## src/rtl/redirect_arbiter.sv

```systemverilog
// redirect_arbiter
//   Picks the oldest redirect among CH execution-side channels, registers it
//   for one cycle, and drives it to the frontend/ROB. A commit-stage CSR or
//   exception redirect overrides everything combinationally and also discards
//   the channel requests of that cycle. An age filter (hold_v/hold_idx) rejects
//   requests that are not strictly older than the last accepted redirect until
//   the backend walk completes (hold_clr) or a CSR redirect occurs.
//
// Ports
//   clk         rising-edge clock
//   rst         asynchronous, active-low reset
//   req_en      per-channel redirect request
//   req_idx     per-channel ROB index {dir, pos}
//   req_target  per-channel redirect PC
//   req_br      per-channel "carries predictor update" flag
//   req_binfo   per-channel {taken, br_type[1:0], ras_type[1:0]}
//   csr_en      commit-stage CSR/exception redirect valid
//   csr_idx     its ROB index
//   csr_target  its redirect PC
//   hold_clr    backend walk complete, releases the age filter
//   out_en      redirect valid to frontend/ROB
//   out_idx     redirect ROB index
//   out_target  redirect PC
//   bru_en      predictor update valid
//   bru_info    predictor update payload
//   out_csr     current out_* comes from the CSR path
module redirect_arbiter #(
  parameter int CH    = 4,
  parameter int ROB_W = 6,
  parameter int PC_W  = 32
) (
  input  logic                       clk,
  input  logic                       rst,
  input  logic [CH-1:0]              req_en,
  input  logic [CH-1:0][ROB_W:0]     req_idx,
  input  logic [CH-1:0][PC_W-1:0]    req_target,
  input  logic [CH-1:0]              req_br,
  input  logic [CH-1:0][4:0]         req_binfo,
  input  logic                       csr_en,
  input  logic [ROB_W:0]             csr_idx,
  input  logic [PC_W-1:0]            csr_target,
  input  logic                       hold_clr,
  output logic                       out_en,
  output logic [ROB_W:0]             out_idx,
  output logic [PC_W-1:0]            out_target,
  output logic                       bru_en,
  output logic [4:0]                 bru_info,
  output logic                       out_csr
);

  localparam int IW = ROB_W + 1;
  localparam int SW = (CH > 1) ? $clog2(CH) : 1;

  // Stage register and age-filter state
  logic            p_v;
  logic [IW-1:0]   p_idx;
  logic [PC_W-1:0] p_target;
  logic            p_br;
  logic [4:0]      p_binfo;
  logic            hold_v;
  logic [IW-1:0]   hold_idx;

  // Selection results
  logic [CH-1:0]   elig;
  logic            win_v;
  logic [SW-1:0]   win_sel;
  logic [IW-1:0]   win_idx;
  logic            accept;

  // The dir bit flips on every ROB wrap, so a differing dir reverses the
  // meaning of the position comparison. Equal indices are never older.
  function automatic logic is_older(input logic [IW-1:0] a, input logic [IW-1:0] b);
    if (a[IW-1] == b[IW-1]) return a[IW-2:0] < b[IW-2:0];
    else                    return a[IW-2:0] > b[IW-2:0];
  endfunction

  // Linear scan; a later channel only replaces the current winner when it is
  // strictly older, so ties keep the lowest channel number.
  always_comb begin
    elig    = '0;
    win_v   = 1'b0;
    win_sel = '0;
    win_idx = '0;
    for (int i = 0; i < CH; i++) begin
      elig[i] = req_en[i] && (!hold_v || is_older(req_idx[i], hold_idx));
      if (elig[i] && (!win_v || is_older(req_idx[i], win_idx))) begin
        win_v   = 1'b1;
        win_sel = SW'(i);
        win_idx = req_idx[i];
      end
    end
  end

  // A CSR redirect discards every channel request of its cycle.
  assign accept = win_v && !csr_en;

  // Stage register plus age filter. An accepted win beats a same-cycle
  // hold_clr so the filter stays armed on the new winner.
  always_ff @(posedge clk or negedge rst) begin
    if (!rst) begin
      p_v      <= 1'b0;
      p_idx    <= '0;
      p_target <= '0;
      p_br     <= 1'b0;
      p_binfo  <= '0;
      hold_v   <= 1'b0;
      hold_idx <= '0;
    end else begin
      p_v <= accept;
      if (accept) begin
        p_idx    <= win_idx;
        p_target <= req_target[win_sel];
        p_br     <= req_br[win_sel];
        p_binfo  <= req_binfo[win_sel];
        hold_v   <= 1'b1;
        hold_idx <= win_idx;
      end else if (hold_clr || csr_en) begin
        hold_v <= 1'b0;
      end
    end
  end

  // Output mux: the CSR path bypasses the stage register in the same cycle.
  always_comb begin
    out_en     = p_v;
    out_idx    = p_idx;
    out_target = p_target;
    out_csr    = 1'b0;
    bru_en     = p_v & p_br;
    bru_info   = p_binfo;
    if (csr_en) begin
      out_en     = 1'b1;
      out_idx    = csr_idx;
      out_target = csr_target;
      out_csr    = 1'b1;
      bru_en     = 1'b0;
    end
  end

endmodule
```

## config.mk

```make
export PLATFORM = sky130hd
export DESIGN_NAME = redirect_arbiter
export DESIGN_NICKNAME = d
export VERILOG_FILES = /design/src/rtl/redirect_arbiter.sv
export SDC_FILE = /design/constraint.sdc
export NUM_CORES = 1
export LEC_CHECK = 0
export BUFFER_PORTS_ARGS = -buffer_cell sky130_fd_sc_hd__buf_2
export CAP_MARGIN = 20
export CELL_PAD_IN_SITES_DETAIL_PLACEMENT = 0
export CELL_PAD_IN_SITES_GLOBAL_PLACEMENT = 1
export CORE_ASPECT_RATIO = 0.8
export CORE_MARGIN = 5
export CORE_UTILIZATION = 34
export DETAILED_ROUTE_END_ITERATION = 10
export MAX_ROUTING_LAYER = met4
export PLACE_DENSITY_LB_ADDON = 0.25
export SYNTH_ARGS = -nofsm -noshare
export SYNTH_HDL_FRONTEND = slang
export SYNTH_SLANG_ARGS = --single-unit
```

## constraint.sdc

```tcl
create_clock -name clk -period 12.5 [get_ports clk]
set_clock_uncertainty 0.2 [all_clocks]
set_input_delay 2.5 -clock clk [delete_from_list [all_inputs] [get_ports clk]]
set_output_delay 2.5 -clock clk [all_outputs]
set_load 0.005 [all_outputs]
```

---- Word level (Yosys, flattened, before mapping) ----
Index checks and enable logic that the tools add are counted.
cells by class
  magnitude comparators ................... 15
  equality and inequality tests ........... 7
  multiplexer cells ....................... 31
  bitwise operators ....................... 1
  reductions and logical operators ........ 22
operators by type and width
  operator                                                    count
  binary-select mux 32 bit (select 2 bit)                     1
  two-way mux 32 bit                                          2
  greater-than comparator 6 bit                               7
  less-than comparator 6 bit                                  7
  two-way mux 7 bit                                           5
  two-way mux 1 bit                                           18
  binary-select mux 5 bit (select 2 bit)                      1
  logical AND 1 bit                                           8
  logical OR 1 bit                                            8
  equality test 1 bit                                         7
  logical NOT 1 bit                                           5
  two-way mux 5 bit                                           1
  two-way mux 2 bit                                           2
  less-than comparator 2 x 3 -> 1 bit, second input constant  1
  binary-select mux 1 bit (select 2 bit)                      1
  nonzero test 2 bit                                          1
  AND 1 bit                                                   1
word-level totals
  register bits ........................... 47
  input bits .............................. 227

---- Longest topological paths before layout ----
Gate-level depths: netlist of run 1.
  depth after elaboration ................. 22
  depth in mapped cells ................... 39
  depth with buffers taken out ............ 33

---- Worst setup path before layout of run 1 ----
OpenSTA, ideal clock, no wires.
  kind .................................... input port to flip-flop
  start ................................... input port req_idx[3] (netlist bit)
  end ..................................... register hold_idx[0]
  library setup time ...................... 143 ps
  data arrival time ....................... 9,108 ps
  path slack .............................. 3,049 ps
  stages on the path ...................... 35
  buffers on the path ..................... 5
  path through ............................ ha_1 -> a211oi_2 -> nor2_1 -> o41ai_1 -> o21a_1 -> buf_6 -> nand2_1 -> ha_1 -> a2111oi_0 -> a21oi_1 -> mux2_2 -> a21oi_1 -> clkbuf_1 -> nor2_1 -> a21oi_1 -> ha_1 -> a21o_1 -> a21o_1 -> a221oi_1 -> a31oi_1 -> nor2b_1 -> o211ai_1 -> nand3b_1 -> buf_2 -> mux2_2 -> ha_1 -> nand3_1 -> o22ai_1 -> nor3_1 -> o22ai_1 -> a2bb2oi_1 -> a211o_1 -> buf_4 -> buf_4 -> o221ai_1
between the ends
  longest elaborated chain between the ends .. 21
  elaborated cells between the ends (all ways) .. 35
  those cells by class .................... 8 x order compare; 3 x eq/ne; 12 x mux; 12 x reduce/logical
RTL lines
  what                                                                                RTL line  RTL
  start, declared                                                                     35        input logic [CH-1:0][ROB_W:0] req_idx,
  greater-than comparator 6 bit / less-than comparator 6 bit (equally long branches)  74, 73
  two-way mux 1 bit                                                                   73        if (a[IW-1] == b[IW-1]) return a[IW-2:0] < b[IW-2:0];
  logical OR 1 bit                                                                    85        elig[i] = req_en[i] && (!hold_v || is_older(req_idx[i], hold_idx));
  logical AND 1 bit                                                                   85
  two-way mux 7 bit                                                                   86        if (elig[i] && (!win_v || is_older(req_idx[i], win_idx))) begin
  greater-than comparator 6 bit (tied with other cells)                               74        else return a[IW-2:0] > b[IW-2:0];
  two-way mux 1 bit                                                                   73
  logical OR 1 bit                                                                    86
  (+5 left out)                                                                       -
  logical AND 1 bit                                                                   86
  two-way mux 7 bit                                                                   86
  greater-than comparator 6 bit (tied with other cells)                               74
  two-way mux 1 bit                                                                   73
  logical OR 1 bit                                                                    86
  logical AND 1 bit                                                                   86
  two-way mux 1 bit                                                                   86
  logical AND 1 bit                                                                   95        assign accept = win_v && !csr_en;
  end signal, assigned                                                                116       hold_idx <= win_idx;
  end, declared                                                                       61        logic [IW-1:0] hold_idx;
Several ways; a longest one is shown, not always the timed one.
A chain may end at the register's enable or synchronous reset.

---- Final worst setup path of run 1 ----
  start ................................... input port req_idx[3] (netlist bit)
  end ..................................... register p_target[1]
between the ends
  longest elaborated chain between the ends .. 22
  elaborated cells between the ends (all ways) .. 39
  those cells by class .................... 8 x order compare; 3 x eq/ne; 16 x mux; 12 x reduce/logical
RTL lines
  what                                                                                RTL line  RTL
  greater-than comparator 6 bit / less-than comparator 6 bit (equally long branches)  74, 73
  two-way mux 1 bit                                                                   73
  logical OR 1 bit                                                                    85
  logical AND 1 bit                                                                   85
  two-way mux 7 bit                                                                   86
  greater-than comparator 6 bit (tied with other cells)                               74
  two-way mux 1 bit                                                                   73
  logical OR 1 bit                                                                    86
  (+6 left out)                                                                       -
  two-way mux 7 bit                                                                   86
  greater-than comparator 6 bit (tied with other cells)                               74
  two-way mux 1 bit                                                                   73
  logical OR 1 bit                                                                    86
  logical AND 1 bit                                                                   86
  two-way mux 2 bit                                                                   86
  binary-select mux 32 bit (select 2 bit)                                             112       p_target <= req_target[win_sel];
  two-way mux 32 bit (not written as such)                                            112
  end signal, assigned                                                                112
  end, declared                                                                       57        logic [PC_W-1:0] p_target;
Several ways; a longest one is shown, not always the timed one. The select of a mux whose other input is x is not followed.

==> flow_summary.json, run 1 <==
{
  "die_area_sq_mm": 0.0170,
  "synth_cell_type_count": 53,
  "htree_levels": 2,
  "final_common_cell": "buf_2",
  "synthArstFlopShare_pct": 100,
  "synth_warnings": 0,
  "dp_hpwl_um": 15000,
  "fin_cells": 1055,
  "clock_latency_ns": 0.28,
  "cp_max_fo": 33,
  "io_buffers": 273,
  "overflow": 0,
  "grt_pass1_vias": 5506,
  "post_cts_buffers": 0,
  "grt_max_degree": 50,
  "synth_cells": 618,
  "drive_above_1_share_pct": 40.5,
  "clockRootBuffer": "clkbuf_16",
  "io_pins": 274,
  "reg2reg_to": "p_target[1]",
  "r2r_start": "hold_idx[3]",
  "vias": 5377,
  "crit_path_end_kind": "flop",
  "num_rows": 39,
  "fin_ws_ns": 1.66,
  "yosysSeqAreaShare_pct": 23.9,
  "crit_slowest_cell": "o31ai_4",
  "syn-num-nets": 887,
  "place_ws_ns": 1.38,
  "grt.total_usage_pct": 21.4,
  "grt_pass1_wl_um": 28600,
  "cp.required_ns": 12.44,
  "drtPass1Iterations": 4,
  "clockBufferDepth": 2,
  "max-vdd-ir-drop_v": 0.0000811,
  "clk_pin_slew_worst_paths_ns": 0.07,
  "gp_congestion": 0.918,
  "hold_violations": 0,
  "holdPathStages": 2,
  "avgRoutedWirePerCell_um": 17.4,
  "die_h_um": 118,
  "ctsHoldBuffers": 0,
  "cts_tree": "done",
  "dpl.cell_count": 1043,
  "antenna_found_initial": 2,
  "synthFlopType": "dfrtp_1",
  "fill_cells": 1430,
  "layout.nets": 1137,
  "coreArea_sq_mm": 0.0142,
  "worstPathArrival_ns": 10.78,
  "crit_buf_inv": 3,
  "max_stage_delay_ns": 0.74,
  "grt_setup_unrepaired": "false",
  "viasPerCell": 5.10,
  "placement.cell_area_sq_mm": 0.00639,
  "drtAntennaViolNets": 0,
  "die_x_um": 145,
  "finalWirelength_um": 18400,
  "slew_viol_final": 0,
  "rrSetupSlack_ns": 3.41,
  "tightestPinTransition_ns": 0.798,
  "ctsResizeCount": 0,
  "r2r_cells": 35,
  "synth_edf_count": 0,
  "period_share_pct": 86.7,
  "leakage_nw": 3.75,
  "min_path_type": "reg2reg",
  "status": "completed",
  "fin_util_pct": 46.2,
  "fin_area_sq_mm": 0.00658,
  "max_freq_mhz": 92.2,
  "syn-mean-instance-area_sq_um": 7.96,
  "clkSinkCount": 47,
  "critical_path.top_delay_family": "compound AO/OA/AOI/OAI gates",
  "cap_viol_max_count": 0,
  "finalCriticalPeriod_ns": 10.84,
  "holdPathEnd": "hold_idx[3]",
  "syn_to_final_growth_pct": 33.7,
  "cpMostUsedCell": "ha_1",
  "ys_seq_elements": 47,
  "cts_inserted_buffers": 5,
  "drt_iter0_markers": 203,
  "mostFrequentLayoutCells": "273 x buf_2, 183 x nand2_1, 67 x inv_1",
  "setup_tns_ns": 0,
  "pwr_density_cell_mw_per_mm2": 168,
  "finalSetupViolCount": 0,
  "hp-start": "hold_idx[3]",
  "synth_area_sq_mm": 0.00492,
  "timing.slew.headroom_pct": 46.8,
  "crit_type": "in2reg",
  "start_util_pct": 34.5,
  "drc": 0,
  "startpoint_type": "input pin"
}
-- tightest hold or removal path, stage by stage (launching register included) --
cell and delay (ns):
dfrtp_1 0.34, nand2_1 0.05, o221ai_1 0.06
-- area by class of cell --
| class | count | area [sq um] | area share [%] |
|---|---|---|---|
| clock inverters | 2 | 16.3 | 0.247 |
| flip-flops and latches | 47 | 1180 | 17.9 |
| well taps | 184 | 230 | 3.50 |
| repair buffers | 281 | 1460 | 22.3 |
| diodes | 2 | 5.00 | 0.0761 |
| inverters | 67 | 251 | 3.82 |
| multi-input cells | 466 | 3310 | 50.3 |
| clock buffers | 6 | 129 | 1.96 |
-- report_power, final --
group	internal, mW	leakage [nW]	total, mW	switching, mW
Combinational	0.307	3.10	0.688	0.380
Sequential	0.224	0.583	0.278	0.0546
Clock	0.0752	0.0675	0.137	0.0621
Total	0.606	3.75	1.10	0.497
-- synthesized netlist by cell type (all sizes together), types with 2 or more instances --
cell type,count,area [sq um]
o221ai,44,442
a21oi,16,80.1
inv,67,251
mux2i,41,410
o21ai,14,73.8
o311a,2,20.0
xor2,4,35.0
o22ai,3,18.8
a21o,6,46.3
nand2b,3,18.8
ha,42,526
nand3,3,15.0
buf,17,129
dfrtp,47,1180
nor2,17,63.8
o41ai,2,25.0
nor3,5,25.0
mux2,42,477
o21a,2,15.0
a211oi,4,40.0
a31oi,2,12.5
o211ai,3,22.5
xnor2,4,35.0
nor2b,3,18.8
nand2,183,687
clkbuf,21,82.6
nand4,4,25.0
or2,4,25.0
-- worst max-delay path by stage --
stage                     from           end  slack, ns  cells after the start
floorplan           req_idx[3]   hold_idx[0]       3.05                     35
global placement    req_idx[3]  p_target[10]       1.75                     33
detailed placement  req_idx[3]   p_target[2]       1.38                     35
CTS                 req_idx[3]   p_target[2]       1.68                     35
global route        req_idx[3]   p_target[2]       0.87                     35
finish              req_idx[3]   p_target[1]       1.66                     35
-- flip-flops by register name, indices dropped and copies added, names as in the netlist --
| register | cells |
|---|---|
| p_target | 32 |
| hold_idx | 7 |
| bru_info | 5 |
| hold_v | 1 |
| p_br | 1 |
| p_v | 1 |
-- stage by stage --
stage / power [mW] / hold WS [ns]
detailed placement: 0.971 / 0.274
global route: 1.21 / 0.317
global placement: 0.950 / 0.268
floorplan: 0.752 / 0.252
CTS: 1.11 / 0.291
finish: 1.10 / 0.288
-- cell families (layout without fill, tap and decap cells) --
group                    after synthesis  in the layout  share of synthesized area [%]
flip-flops                            47             47                           23.9
other                                  0              2                              0
adder cells (fa/ha/maj)               42             42                           10.7
AO/OA/AOI/OAI                        107            107                           18.0
multiplexers                          83             83                           18.0
AND/OR/NAND/NOR                      226            226                           18.6
buffers and inverters                105            356                           9.41
XOR/XNOR                               8              8                           1.42
-- routing by layer --
layer / wire [um] / GRT usage (%)
met1: 8040 / 28.2
met5: 0 / -
met3: 1350 / 3.70
met2: 8700 / 34.4
met4: 313 / 4.95
Power figures use the tool's default switching activity.
==> run 2: changes to the inputs <==
Settings changed: CORE_MARGIN 5 to 3.
==> run 2 against run 1 <==
Final cell count down 0.76%. Cell area down 0.17%. Highest routed layer unchanged. Sequential power is essentially flat. Largest cell class unchanged. Via count fell by 1.4%. Sequential share of layout area about the same. Fmax decreased by 3.8%. Total power up 1.4%. Critical path type unchanged. First-iteration DRC count grew 41%. Global-route usage is 1.0 points higher.
==> flow_summary.json, run 2 (synthesis gave the netlist of run 1 again) <==
{
  "ctsHoldBuffers": 0,
  "clkSinkCount": 47,
  "startpoint_type": "input pin",
  "avgRoutedWirePerCell_um": 17.2,
  "critical_path.top_delay_family": "compound AO/OA/AOI/OAI gates",
  "cap_viol_max_count": 0,
  "drive_above_1_share_pct": 40.5,
  "grtUsageMet3_pct": 3.73,
  "tightestPinTransition_ns": 1.08,
  "dp_hpwl_um": 14700,
  "cpMostUsedCell": "ha_1",
  "cp.required_ns": 12.42,
  "min_path_type": "reg2reg",
  "insertedDiodeCount": 0,
  "grt_max_degree": 50,
  "place_ws_ns": 1.08,
  "crit_type": "in2reg",
  "finalCriticalPeriod_ns": 11.27,
  "clockRootBuffer": "clkbuf_16",
  "hold_violations": 0,
  "num_rows": 38,
  "cts_tree": "done",
  "cp_max_fo": 44,
  "viasPerCell": 5.06,
  "grt_pass1_wl_um": 28200,
  "fin_cells": 1047,
  "drc": 0,
  "slew_viol_final": 0,
  "use_met2_pct": 38.8,
  "max_freq_mhz": 88.7,
  "io_buffers": 273,
  "largest_reg_flops": 32,
  "drt_iter0_markers": 286,
  "clockBufferDepth": 2,
  "die_area_sq_mm": 0.0160,
  "grt_setup_unrepaired": "false",
  "clk_pin_slew_worst_paths_ns": 0.07,
  "leakage_nw": 3.75,
  "finalPower_mw": 1.12,
  "status": "completed",
  "io_pins": 274,
  "antenna_found_initial": 0,
  "ctsResizeCount": 0,
  "start_util_pct": 35.6,
  "die_x_um": 141,
  "top_usage_layer": "met2",
  "crit_slowest_cell": "a211o_2",
  "max-vdd-ir-drop_v": 0.0000841,
  "layout.nets": 1135,
  "max_stage_delay_ns": 0.79,
  "fin_ws_ns": 1.23,
  "finalWirelength_um": 18000,
  "crit_buf_inv": 2,
  "use_met1_pct": 28.4,
  "period_share_pct": 90.2,
  "drtAntennaViolNets": 0,
  "worstPathArrival_ns": 11.19,
  "overflow": 0,
  "mostFrequentLayoutCells": "273 x buf_2, 183 x nand2_1, 67 x inv_1",
  "gp_congestion": 0.945,
  "setup_tns_ns": 0,
  "finalSetupViolCount": 0,
  "top_register": "p_target",
  "vias": 5300,
  "drtPass1Iterations": 5,
  "post_cts_buffers": 0,
  "timing.slew.headroom_pct": 28.2,
  "coreArea_sq_mm": 0.0138,
  "cts_inserted_buffers": 5,
  "fin_util_pct": 47.5,
  "clock_latency_ns": 0.29,
  "syn_to_final_growth_pct": 33.4,
  "die_h_um": 114,
  "pwr_density_cell_mw_per_mm2": 170,
  "htree_levels": 2,
  "crit_path_end_kind": "flop",
  "dpl.cell_count": 1038,
  "grt_pass1_vias": 5554,
  "final_common_cell": "buf_2",
  "grt.total_usage_pct": 22.5
}
==> run 2: changes by cell type in the layout (fill, tap and decap cells not counted), sizes merged <==
cell,delta
bufinv,+1
diode,-2
clkbuf,-1
buf,-2
==> run 2: metal layers <==
metal	share of wire [%]	vias to the layer above
met4	0.68	0
met5	0	-
li1	-	2625
met1	44	2459
met3	6.6	10
met2	48	206
==> run 2: where the power goes <==
part | switching (mW) | internal, mW | total [mW]
clock | 0.0595 | 0.0951 | 0.155
sequential | 0.0570 | 0.224 | 0.281
combinational | 0.378 | 0.306 | 0.684
==> run 2: area by class of cell <==
class                      count  area (sq um)
inverter                      67           251
tap                          180           225
timing repair buffer         279          1440
multi-input combinational    466          3310
sequential                    47          1180
clock inverter                 3          46.3
fill                        1397          7270
clock buffer                   5           125
==> run 2: through the flow <==
stage	cell area (sq um)	hold slack, ns
after detailed placement	6370	0.281
after global routing	6570	0.316
after global placement	6370	0.275
final	6570	0.299
after CTS	6550	0.304
after floorplan	4920	0.252
==> run 2: path summary, 6_finish.rpt <==
check / from / end / slack, ns / depth (start not counted)
worst max-delay path: req_idx[3] / hold_idx[2] / 1.23 / 32
worst min-delay path: bru_info[1] / bru_info[1] / 0.30 / 2
worst max register to register: hold_idx[3] / hold_idx[2] / 3.02 / 32
worst min register to register: bru_info[1] / bru_info[1] / 0.30 / 2
max in group asynchronous: rst / p_target[8] / 9.57 / 2
min in group asynchronous: rst / p_target[27] / 2.09 / 2
==> run 2: worst register-to-register path, delay by kind of cell (launching register included) <==
| family | cells | cell delay, ns |
|---|---|---|
| AO/OA/AOI/OAI | 17 | 5.09 |
| adder cells (fa/ha/maj) | 4 | 1.23 |
| AND/OR/NAND/NOR | 7 | 1.16 |
| multiplexers | 2 | 0.73 |
| buffers and inverters | 2 | 0.51 |
| flip-flops | 1 | 0.38 |
==> run 3: changes to the inputs <==
Settings changed: CORE_MARGIN 3 to 10.
==> run 3 against run 2 <==
Largest cell class unchanged. Die area is 24% higher. Critical path depth is 2 higher. Sequential power is 1% lower. Critical endpoint unchanged. Largest power group unchanged.
==> flow_summary.json, run 3 (synthesis gave the netlist of run 1 again) <==
{
  "die_area_sq_mm": 0.0197,
  "setup_tns_ns": 0,
  "critical_path.top_delay_family": "compound AO/OA/AOI/OAI gates",
  "worstPathArrival_ns": 10.87,
  "grt_pass1_vias": 5723,
  "coreArea_sq_mm": 0.0142,
  "drc": 0,
  "ctsResizeCount": 0,
  "swShare_pct": 45.1,
  "io_buffers": 273,
  "syn_to_final_growth_pct": 33.0,
  "cap_viol_max_count": 0,
  "grt_pass1_wl_um": 29700,
  "fin_area_sq_mm": 0.00654,
  "vias": 5291,
  "p_int_mw": 0.600,
  "htree_levels": 2,
  "cpMostUsedCell": "ha_1",
  "grt_setup_unrepaired": "false",
  "die_h_um": 128,
  "slew_viol_final": 0,
  "clock_latency_ns": 0.29,
  "mostFrequentLayoutCells": "273 x buf_2, 183 x nand2_1, 67 x inv_1",
  "leakage_nw": 3.74,
  "cp_max_fo": 44,
  "die_x_um": 155,
  "timing.slew.headroom_pct": 38.8,
  "crit_type": "in2reg",
  "overflow": 0,
  "min_path_type": "reg2reg",
  "ctsHoldBuffers": 0,
  "max_freq_mhz": 91.3,
  "hp-start": "hold_idx[1]",
  "drive_above_1_share_pct": 40.4,
  "grt.total_usage_pct": 18.8,
  "clkSinkCount": 47,
  "p_comb_share_pct": 62.3,
  "largest_reg_flops": 32,
  "finalSetupViolCount": 0,
  "startpoint_type": "input pin",
  "crit_start": "req_idx[3]",
  "final_common_cell": "buf_2",
  "clockBufferDepth": 2,
  "crit_path_end_kind": "flop",
  "clk_pin_slew_worst_paths_ns": 0.07,
  "period_share_pct": 87.6,
  "cp.required_ns": 12.42,
  "top_register": "p_target",
  "antenna_found_initial": 1,
  "drtPass1Iterations": 5,
  "drtAntennaViolNets": 0,
  "crit_slowest_cell": "a211o_2",
  "max-vdd-ir-drop_v": 0.0000527,
  "io_pins": 274,
  "start_util_pct": 34.5,
  "finalCriticalPeriod_ns": 10.95,
  "grt_max_degree": 50,
  "cts_tree": "done",
  "share_seq_of_total_power_pct": 25.3,
  "fill_cells": 1439,
  "status": "completed",
  "post_cts_buffers": 0,
  "avgRoutedWirePerCell_um": 18.5,
  "pwr_density_cell_mw_per_mm2": 167,
  "cts_inserted_buffers": 5,
  "max_stage_delay_ns": 0.79,
  "gp_congestion": 0.944,
  "hold_violations": 0,
  "finalWirelength_um": 19500,
  "clockRootBuffer": "clkbuf_16",
  "placement.cell_area_sq_mm": 0.00637,
  "p_sw_mw": 0.493,
  "tightestPinTransition_ns": 0.919,
  "crit_buf_inv": 2,
  "drt_iter0_markers": 262,
  "dp_hpwl_um": 16000,
  "viasPerCell": 5.02,
  "pwr-share-clk_pct": 12.4,
  "num_rows": 39,
  "layout.nets": 1136,
  "r2r_start": "hold_idx[3]"
}
## run 3: worst reg2reg max path, delay by kind of cell, from the launching register on
kind            cells  cell delay, ns
simple gates        7            0.97
fa+ha+maj           4            1.19
mux                 2            0.74
buf+inv             2            0.53
flops               1            0.39
compound gates     19            4.98
## run 3: stage by stage
| step | std cells | hold slack (ns) | util [%] | power (mW) | worst slack [ns] |
|---|---|---|---|---|---|
| after floorplan | 618 | 0.252 | - | 0.752 | 3.05 |
| after global placement | 1043 | 0.269 | 44.7 | 0.941 | 1.66 |
| after detailed placement | 1043 | 0.273 | 44.7 | 0.963 | 1.29 |
| after CTS | 1051 | 0.301 | 45.8 | 1.10 | 1.58 |
| after global routing | 1053 | 0.309 | 45.9 | 1.19 | 0.772 |
| final | 1053 | 0.294 | 45.9 | 1.09 | 1.55 |
## run 3: power by group through the flow
stage	logic (mW)	clock network, mW	registers [mW]
final	0.681	0.135	0.277
after global routing	0.761	0.147	0.284
after CTS	0.686	0.140	0.277
after detailed placement	0.686	0	0.277
after global placement	0.662	0	0.278
after floorplan	0.499	0	0.253
## run 3: worst paths after layout
| kind | end | slack, ns | cells after the start |
|---|---|---|---|
| setup / recovery | hold_idx[2] | 1.55 | 34 |
| hold reg to reg | hold_idx[1] | 0.29 | 2 |
| setup reg to reg | hold_idx[2] | 3.31 | 34 |
| max in group asynchronous | p_target[7] | 9.56 | 2 |
| hold / removal | hold_idx[1] | 0.29 | 2 |
| min in group asynchronous | p_target[27] | 2.11 | 2 |
## run 3: cell type report
type	count	area, sq um	share of cell area (%)
diodes	1	2.50	0.0382
clock buffers	6	129	1.97
multi-input cells	466	3310	50.5
flip-flops and latches	47	1180	18.0
clock inverters	2	16.3	0.249
well taps	184	230	3.52
repair buffers	280	1430	21.9
inverters	67	251	3.84
## run 3: per-layer routing
layer	part of all wire (%)	track usage, %	vias up
met5	0	-	-
met4	0.72	2.94	0
met3	6.8	4.43	8
met2	47	31.5	206
met1	45	23.1	2438
li1	-	-	2639
